## config.mk

```make
export PLATFORM = sky130hd
export DESIGN_NAME = branch_predictor
export DESIGN_NICKNAME = d
export VERILOG_FILES = /design/src/rtl/branch_predictor.sv
export SDC_FILE = /design/constraint.sdc
export NUM_CORES = 2
export LEC_CHECK = 0
export CAP_MARGIN = 20
export CORE_MARGIN = 5
export CORE_UTILIZATION = 37
export DETAILED_ROUTE_END_ITERATION = 10
export PLACE_DENSITY = 0.54
export SYNTH_ARGS = -nofsm -noshare
export SYNTH_HDL_FRONTEND = slang
export SYNTH_SLANG_ARGS = --single-unit
```

## constraint.sdc

```tcl
create_clock -name clk_i -period 54.1 [get_ports clk_i]
set_clock_uncertainty 0.05 [all_clocks]
set_input_delay 16.23 -clock clk_i [delete_from_list [all_inputs] [get_ports clk_i]]
set_output_delay 16.23 -clock clk_i [all_outputs]
set_load 0.02 [all_outputs]
```

## src/rtl/branch_predictor.sv

```systemverilog
// Direct-mapped branch target buffer with per-entry saturating direction counters,
// combinational lookup/resolution ports and saturating branch/mispredict statistics.
module branch_predictor #(
  parameter int ADDR_W  = 32,
  parameter int ENTRIES = 16,
  parameter int CTR_W   = 2,
  parameter int STAT_W  = 16
) (
  input  logic              clk_i,
  input  logic              rst_i,
  input  logic              start_i,
  input  logic [ADDR_W-1:0] lookup_pc_i,
  output logic              pred_taken_o,
  output logic [ADDR_W-1:0] pred_target_o,
  input  logic              upd_valid_i,
  input  logic [ADDR_W-1:0] upd_pc_i,
  input  logic              upd_taken_i,
  input  logic [ADDR_W-1:0] upd_target_i,
  input  logic              upd_pred_taken_i,
  input  logic [ADDR_W-1:0] upd_pred_target_i,
  output logic              mispredict_o,
  output logic [ADDR_W-1:0] redirect_pc_o,
  output logic [STAT_W-1:0] br_count_o,
  output logic [STAT_W-1:0] mispred_count_o
);

  localparam int IDX_W = $clog2(ENTRIES);
  localparam int TAG_W = ADDR_W - IDX_W - 2;
  localparam logic [CTR_W-1:0] CTR_WEAK_T  = CTR_W'(1 << (CTR_W - 1));
  localparam logic [CTR_W-1:0] CTR_WEAK_NT = CTR_W'((1 << (CTR_W - 1)) - 1);
  localparam logic [ADDR_W-1:0] PC_STEP = ADDR_W'(4);

  function automatic logic [CTR_W-1:0] ctr_inc(input logic [CTR_W-1:0] c);
    return (&c) ? c : c + CTR_W'(1);
  endfunction

  function automatic logic [CTR_W-1:0] ctr_dec(input logic [CTR_W-1:0] c);
    return (c == '0) ? c : c - CTR_W'(1);
  endfunction

  function automatic logic [STAT_W-1:0] stat_inc(input logic [STAT_W-1:0] s);
    return (&s) ? s : s + STAT_W'(1);
  endfunction

  logic              btb_valid [ENTRIES];
  logic [TAG_W-1:0]  btb_tag   [ENTRIES];
  logic [ADDR_W-1:0] btb_tgt   [ENTRIES];
  logic [CTR_W-1:0]  btb_ctr   [ENTRIES];
  logic [STAT_W-1:0] br_cnt;
  logic [STAT_W-1:0] mis_cnt;

  logic [IDX_W-1:0] lk_idx;
  logic [TAG_W-1:0] lk_tag;
  logic             lk_hit;
  logic [IDX_W-1:0] upd_idx;
  logic [TAG_W-1:0] upd_tag;
  logic             upd_hit;
  logic             upd_en;

  // Lookup path: reads registered table state only, so no same-cycle bypass from the update port
  assign lk_idx = lookup_pc_i[IDX_W+1:2];
  assign lk_tag = lookup_pc_i[ADDR_W-1:IDX_W+2];
  assign lk_hit = btb_valid[lk_idx] && (btb_tag[lk_idx] == lk_tag);

  assign pred_taken_o  = start_i && lk_hit && btb_ctr[lk_idx][CTR_W-1];
  assign pred_target_o = pred_taken_o ? btb_tgt[lk_idx] : lookup_pc_i + PC_STEP;

  assign upd_en  = upd_valid_i && start_i;
  assign upd_idx = upd_pc_i[IDX_W+1:2];
  assign upd_tag = upd_pc_i[ADDR_W-1:IDX_W+2];
  assign upd_hit = btb_valid[upd_idx] && (btb_tag[upd_idx] == upd_tag);

  assign mispredict_o = upd_en &&
                        ((upd_taken_i != upd_pred_taken_i) ||
                         (upd_taken_i && (upd_pred_target_i != upd_target_i)));
  assign redirect_pc_o = upd_taken_i ? upd_target_i : upd_pc_i + PC_STEP;

  assign br_count_o      = br_cnt;
  assign mispred_count_o = mis_cnt;

  // Table and statistics update at the resolving edge
  always_ff @(posedge clk_i or posedge rst_i) begin
    if (rst_i) begin
      for (int i = 0; i < ENTRIES; i++) begin
        btb_valid[i] <= 1'b0;
        btb_tag[i]   <= '0;
        btb_tgt[i]   <= '0;
        btb_ctr[i]   <= CTR_WEAK_NT;
      end
      br_cnt  <= '0;
      mis_cnt <= '0;
    end else if (upd_en) begin
      if (upd_hit) begin
        btb_ctr[upd_idx] <= upd_taken_i ? ctr_inc(btb_ctr[upd_idx]) : ctr_dec(btb_ctr[upd_idx]);
        if (upd_taken_i) begin
          btb_tgt[upd_idx] <= upd_target_i;
        end
      end else if (upd_taken_i) begin
        btb_valid[upd_idx] <= 1'b1;
        btb_tag[upd_idx]   <= upd_tag;
        btb_tgt[upd_idx]   <= upd_target_i;
        btb_ctr[upd_idx]   <= CTR_WEAK_T;
      end
      br_cnt <= stat_inc(br_cnt);
      if (mispredict_o) begin
        mis_cnt <= stat_inc(mis_cnt);
      end
    end
  end

endmodule

```

* Yosys cells after proc, flatten, opt, wreduce, memory -nomap -nowiden
Index checks and enable logic that the tools add are counted.
** Operators by class
- Add/sub/neg operators :: 6
- Multipliers :: 0
- Divide/modulo/power cells :: 0
- Order comparisons :: 3
- Eq/ne operators :: 4
- Shifts and indexed selects :: 0
- Muxes and demuxes :: 39
- Bitwise gates (word level) :: 9
- Reduce and logical (&&, ||, !) cells :: 19
** Operators with widths (number)
- bitwise mux 512 bit :: 1
- bitwise mux 416 bit :: 1
- 2-to-1 mux 32 bit :: 7
- binary-select mux 26 bit (select 4 bit) :: 2
- 2-to-1 mux 26 bit :: 5
- binary-select mux 32 bit (select 4 bit) :: 1
- demux 32 bit (select 4 bit) :: 1
- demux 26 bit (select 4 bit) :: 1
- adder 32 x 3 -> 32 bit (second input constant) :: 2
- equality test 26 bit :: 2
- adder 16 x 1 -> 16 bit (second input constant) :: 2
- bitwise mux 32 bit :: 1
- != test 32 bit :: 1
- OR 16 bit :: 2
- AND reduction 16 bit :: 2
- bitwise AND 16 bit :: 1
- binary-select mux 2 bit (select 4 bit) :: 2
- 2-to-1 mux 2 bit :: 8
- inverter 16 bit :: 1
- greater-or-equal comparator 5 bit (second input constant) :: 2
- inverter 4 -> 5 bit :: 2
- binary-select mux 1 bit (select 4 bit) :: 2
- demux 2 bit (select 4 bit) :: 1
- logical AND 1 bit :: 8
- other kinds (12) :: 22
** Word-level totals
- Bits in registers :: 1008
- Latch bits :: 0
- Memory bits (writable) :: 0
- Memory bits (read-only) :: 0
- Input bits :: 134
- Output and inout port bits :: 98
- Word-level logic and storage cells :: 146
- Memories :: 0

* Longest topological paths before layout
- Word-level depth :: 9
- Depth in mapped cells :: 17
- Mapped depth without buffers :: 9

* Least setup slack after synthesis
No wires, ideal clock.
- Kind :: input port to output port
- Start point :: in lookup_pc_i[2]
- End point :: out pred_target_o[2]
- Arrival time :: 19786 ps
- Slack :: 18034 ps
- Cell stages on the path :: 12
- Buffers on the path :: 5
- Path through :: clkbuf_1 > buf_2 > buf_1 > mux4_2 > mux4_2 > xor2_1 > nor4_1 > nand3_1 > or4_1 > clkbuf_1 > buf_2 > mux2i_1
** On the way
- Word-level cells in the longest chain between the ends :: 9
** Ends and longest elaborated chain
- start: declaration :: line 12 : input logic [ADDR_W-1:0] lookup_pc_i,
- inverter 4 -> 5 bit (implied by the code) :: line 63, 65, 66
- binary-select mux 26 bit (select 4 bit) :: line 63 : assign lk_hit = btb_valid[lk_idx] && (btb_tag[lk_idx] == lk_tag);
- 2-to-1 mux 26 bit (implied by the code) (2 in series) :: line 63
- equality test 26 bit :: line 63
- logical AND 1 bit :: line 63
- logical AND 1 bit (2 in series) :: line 65 : assign pred_taken_o = start_i && lk_hit && btb_ctr[lk_idx][CTR_W-1];
- 2-to-1 mux 32 bit * :: line 66 : assign pred_target_o = pred_taken_o ? btb_tgt[lk_idx] : lookup_pc_i + PC_STEP;
- end: declaration :: line 14 : output logic [ADDR_W-1:0] pred_target_o,
Mark *: on every way between the ends. The rest lies on a longest branch, timed or not. The select of a mux whose other input is x is not followed.

* Worst setup path after layout
- Start point :: in lookup_pc_i[2]
- End point :: out pred_target_o[18]
Same word-level chain as after synthesis.

==> qor.txt <==
CTS Buffer Depth - 3
routed via count - 32185
RSZ-0062 raised after global routing - false
# IOs - 232
max_cap viols - 0
P_int - 1.50 mW
most frequent cells in the layout - dfrtp_1, mux2_2, mux4_2, clkdlybuf4s50_1
NumNets Final - 3784
H-tree levels - 3
initial core utilization - 0.373
Sink Count - 1008
Synth-to-Final Area Change - 14.8%
die width - 385 um
Net Sw Frac - 0.264
Via density - 5.74
antenna-violating nets left - 0
Pleak - 26.7 nW
Crit path max-delay family - buffers and inverters
Tcrit/Tclk final - 0.702
fin worst setup slack - 16.11 ns
PwrDens - 34.1 nW/um^2
CTS root buffer - clkbuf_16
Fill cells - 12713
first-pass GRT wire length - 245 mm
Max IR drop VDD - 0.0246 mV
hold_buf cts - 0
WHS - 0.418 ns
syn nets - 3681
Cell variety after synth - 74
max frequency - 0.0263 GHz
fin crit period - 37.99 ns
Max Slew Vio Count - 0
ys async rst share - 1.00
CP peak stage delay - 0.98 ns
GRT Util Overall - 0.225
Buf+Inv Stages, Crit Path - 4
Seq. cell area - 25200 um^2
drt initial violations - 2600
final setup fails - 0
die area - 148000 um^2
CP Capture Type - output port
DP Wirelength - 103 mm
sw power - 0.540 mW
Setup TNS - 0 ns
Least-Margin Pin Slew - 1.13 ns
vias in the first global route - 33266
pin count of the biggest net entering global routing - 169
worst-skew pair later-pin latency - 0.74 ns
CP Max Fanout - 102
commonest non-fill, non-tap cell in the layout - dfrtp_1
# DRC - 0
DP Area - 56000 um^2
combinational power share - 0.167
CP Data Arrival Time - 21.71 ns
Top FF cell, synth - dfrtp_1
Post-CTS Setup Repair Bufs - 0
Avg Cell Area, Syn - 14.7 um^2
post-CTS sizing - 0
Seq pwr share - 0.449
EDFF count, synth - 0
post-synthesis sequential area ratio - 0.484
relative slew slack - 0.246
worst path cell trace - buf_8 > buf_12 > mux4_2 > mux4_2 > xor2_1 > nor4_1 > nand3_1 > or4_2 > buf_12 > mux2_2 > clkdlybuf4s50_1
multi-input logic area - 25200 um^2
drt pass-1 iters - 5
Finished Cell Area - 59800 um^2
CP Launch Type - input port
Core Region - 140000 um^2
Clock power frac - 0.384
cts bufs inserted - 111
slowest CP cell - or4_2
class of the tightest hold or removal check - register to register
kind of critical path - input port to output port
port bufs - 231
clock-pin slew on the worst setup and hold paths - 0.06 ns
final hold viol count - 0
Die Height - 385 um
share of cells above drive strength 1 - 0.425
row cnt - 137
worst slack, placed - 15.92 ns
Routed WL - 167 mm
initial antenna violation count - 9
gr ovfl total - 0
status - complete, no violations
Req. time, crit path - 37.82 ns
YS warnings - 0
Syn Inst Count - 3540
RePlAce Congestion - 0.835
post-DR wirelength/cell - 29.8 um
synthesized area - 52100 um^2
number of synthesized register bits - 1008
CTS tree - done
-- area by class of cell --
cell class	count	share of cell area
clock buffer	170	0.0558
multi-input combinational	2167	0.422
tap	1876	0.0392
antenna	2	0.0000837
timing repair buffer	330	0.0525
inverter	25	0.00169
clock inverter	29	0.00684
sequential	1008	0.422
-- cells by family after synthesis --
group,synth area share
compound gates,0.0243
fa+ha+maj,0.00206
mux,0.388
simple gates,0.0385
flops,0.484
xor+xnor,0.0296
buf+inv,0.0328
-- cells in the mapped netlist, types with 8 or more instances --
cell       count  area share
mux2_4        24      0.0069
xor2_1        94       0.016
nor4_1        14      0.0017
mux2_2       841        0.18
o21ai_0       75      0.0072
buf_1         51      0.0037
buf_2         34      0.0033
clkbuf_1     204       0.015
nor2_1        41      0.0030
and3_1        38      0.0046
xnor2_1       82       0.014
inv_1         22      0.0016
a22oi_1       42      0.0060
nand3_1       46      0.0044
buf_4         25      0.0036
and2_1         9      0.0011
dfstp_2       16      0.0081
buf_6         21      0.0045
nor2b_1       12      0.0014
nand3_2        8      0.0015
nand2b_1      23      0.0028
nor3_1        10     0.00096
nand2_1      126      0.0091
dfrtp_1      992        0.48
a21oi_1       13      0.0012
mux2_1        87       0.019
mux2i_1       87       0.017
o2bb2ai_1     13      0.0022
nand4_1       19      0.0023
mux4_2       378        0.16
-- worst reg2reg max path, stage by stage, from the launching register on --
cell       delay, ns
dfrtp_1         0.40
mux4_2          0.47
mux2i_1         0.25
xor2_1          0.59
o211ai_1        0.45
a2111oi_4       0.63
nand2_1         0.10
or4_1           0.52
buf_4           0.27
nand3_2         0.43
buf_4           0.53
mux2_2          0.41
-- through the flow --
step | util | power, mW | std cells
after detailed placement | 0.401 | 1.27 | 5404
after CTS | 0.428 | 2.06 | 5603
final | 0.428 | 2.04 | 5607
after floorplan | - | 1.15 | 3540
after global placement | 0.401 | 1.27 | 5403
after global routing | 0.428 | 2.12 | 5605
-- power by group through the flow --
stage / logic, mW / clock network, mW / registers [mW]
5_1_grt: 0.366 / 0.830 / 0.929
2_1_floorplan: 0.241 / 0 / 0.913
3_5_place_dp: 0.343 / 0 / 0.929
4_1_cts: 0.344 / 0.801 / 0.916
3_3_place_gp: 0.338 / 0 / 0.928
6_report: 0.340 / 0.785 / 0.917
-- per-layer routing --
metal	GRT usage	part of all wire	vias to the layer above	routed length, um
met1	0.330	0.46	17616	77300
li1	-	-	13494	-
met5	0	0.00011	-	18
met3	0.0346	0.055	166	9220
met4	0.0470	0.018	2	2970
met2	0.355	0.46	907	77400
-- state kept, by name (all words and copies together), names as in the netlist --
register,cells
btb_tag,416
btb_ctr,32
btb_valid,16
br_count_o,16
mispred_count_o,16
btb_tgt,512
-- worst paths after layout --
kind / slack (ns) / to / startpoint / cells after the start
max: 16.11 / pred_target_o[18] / lookup_pc_i[2] / 11
min: 0.42 / btb_ctr[30]$_DFFE_PP1P_ / btb_ctr[30]$_DFFE_PP1P_ / 2
max reg2reg: 48.90 / btb_tag[344]$_DFFE_PP0P_ / btb_tag[39]$_DFFE_PP0P_ / 11
min reg2reg: 0.42 / btb_ctr[30]$_DFFE_PP1P_ / btb_ctr[30]$_DFFE_PP1P_ / 2
max in group asynchronous: 34.86 / btb_tgt[196]$_DFFE_PP0P_ / rst_i / 5
min in group asynchronous: 15.98 / btb_tgt[118]$_DFFE_PP0P_ / rst_i / 2
No activity file was read; power rests on OpenSTA's default activity.
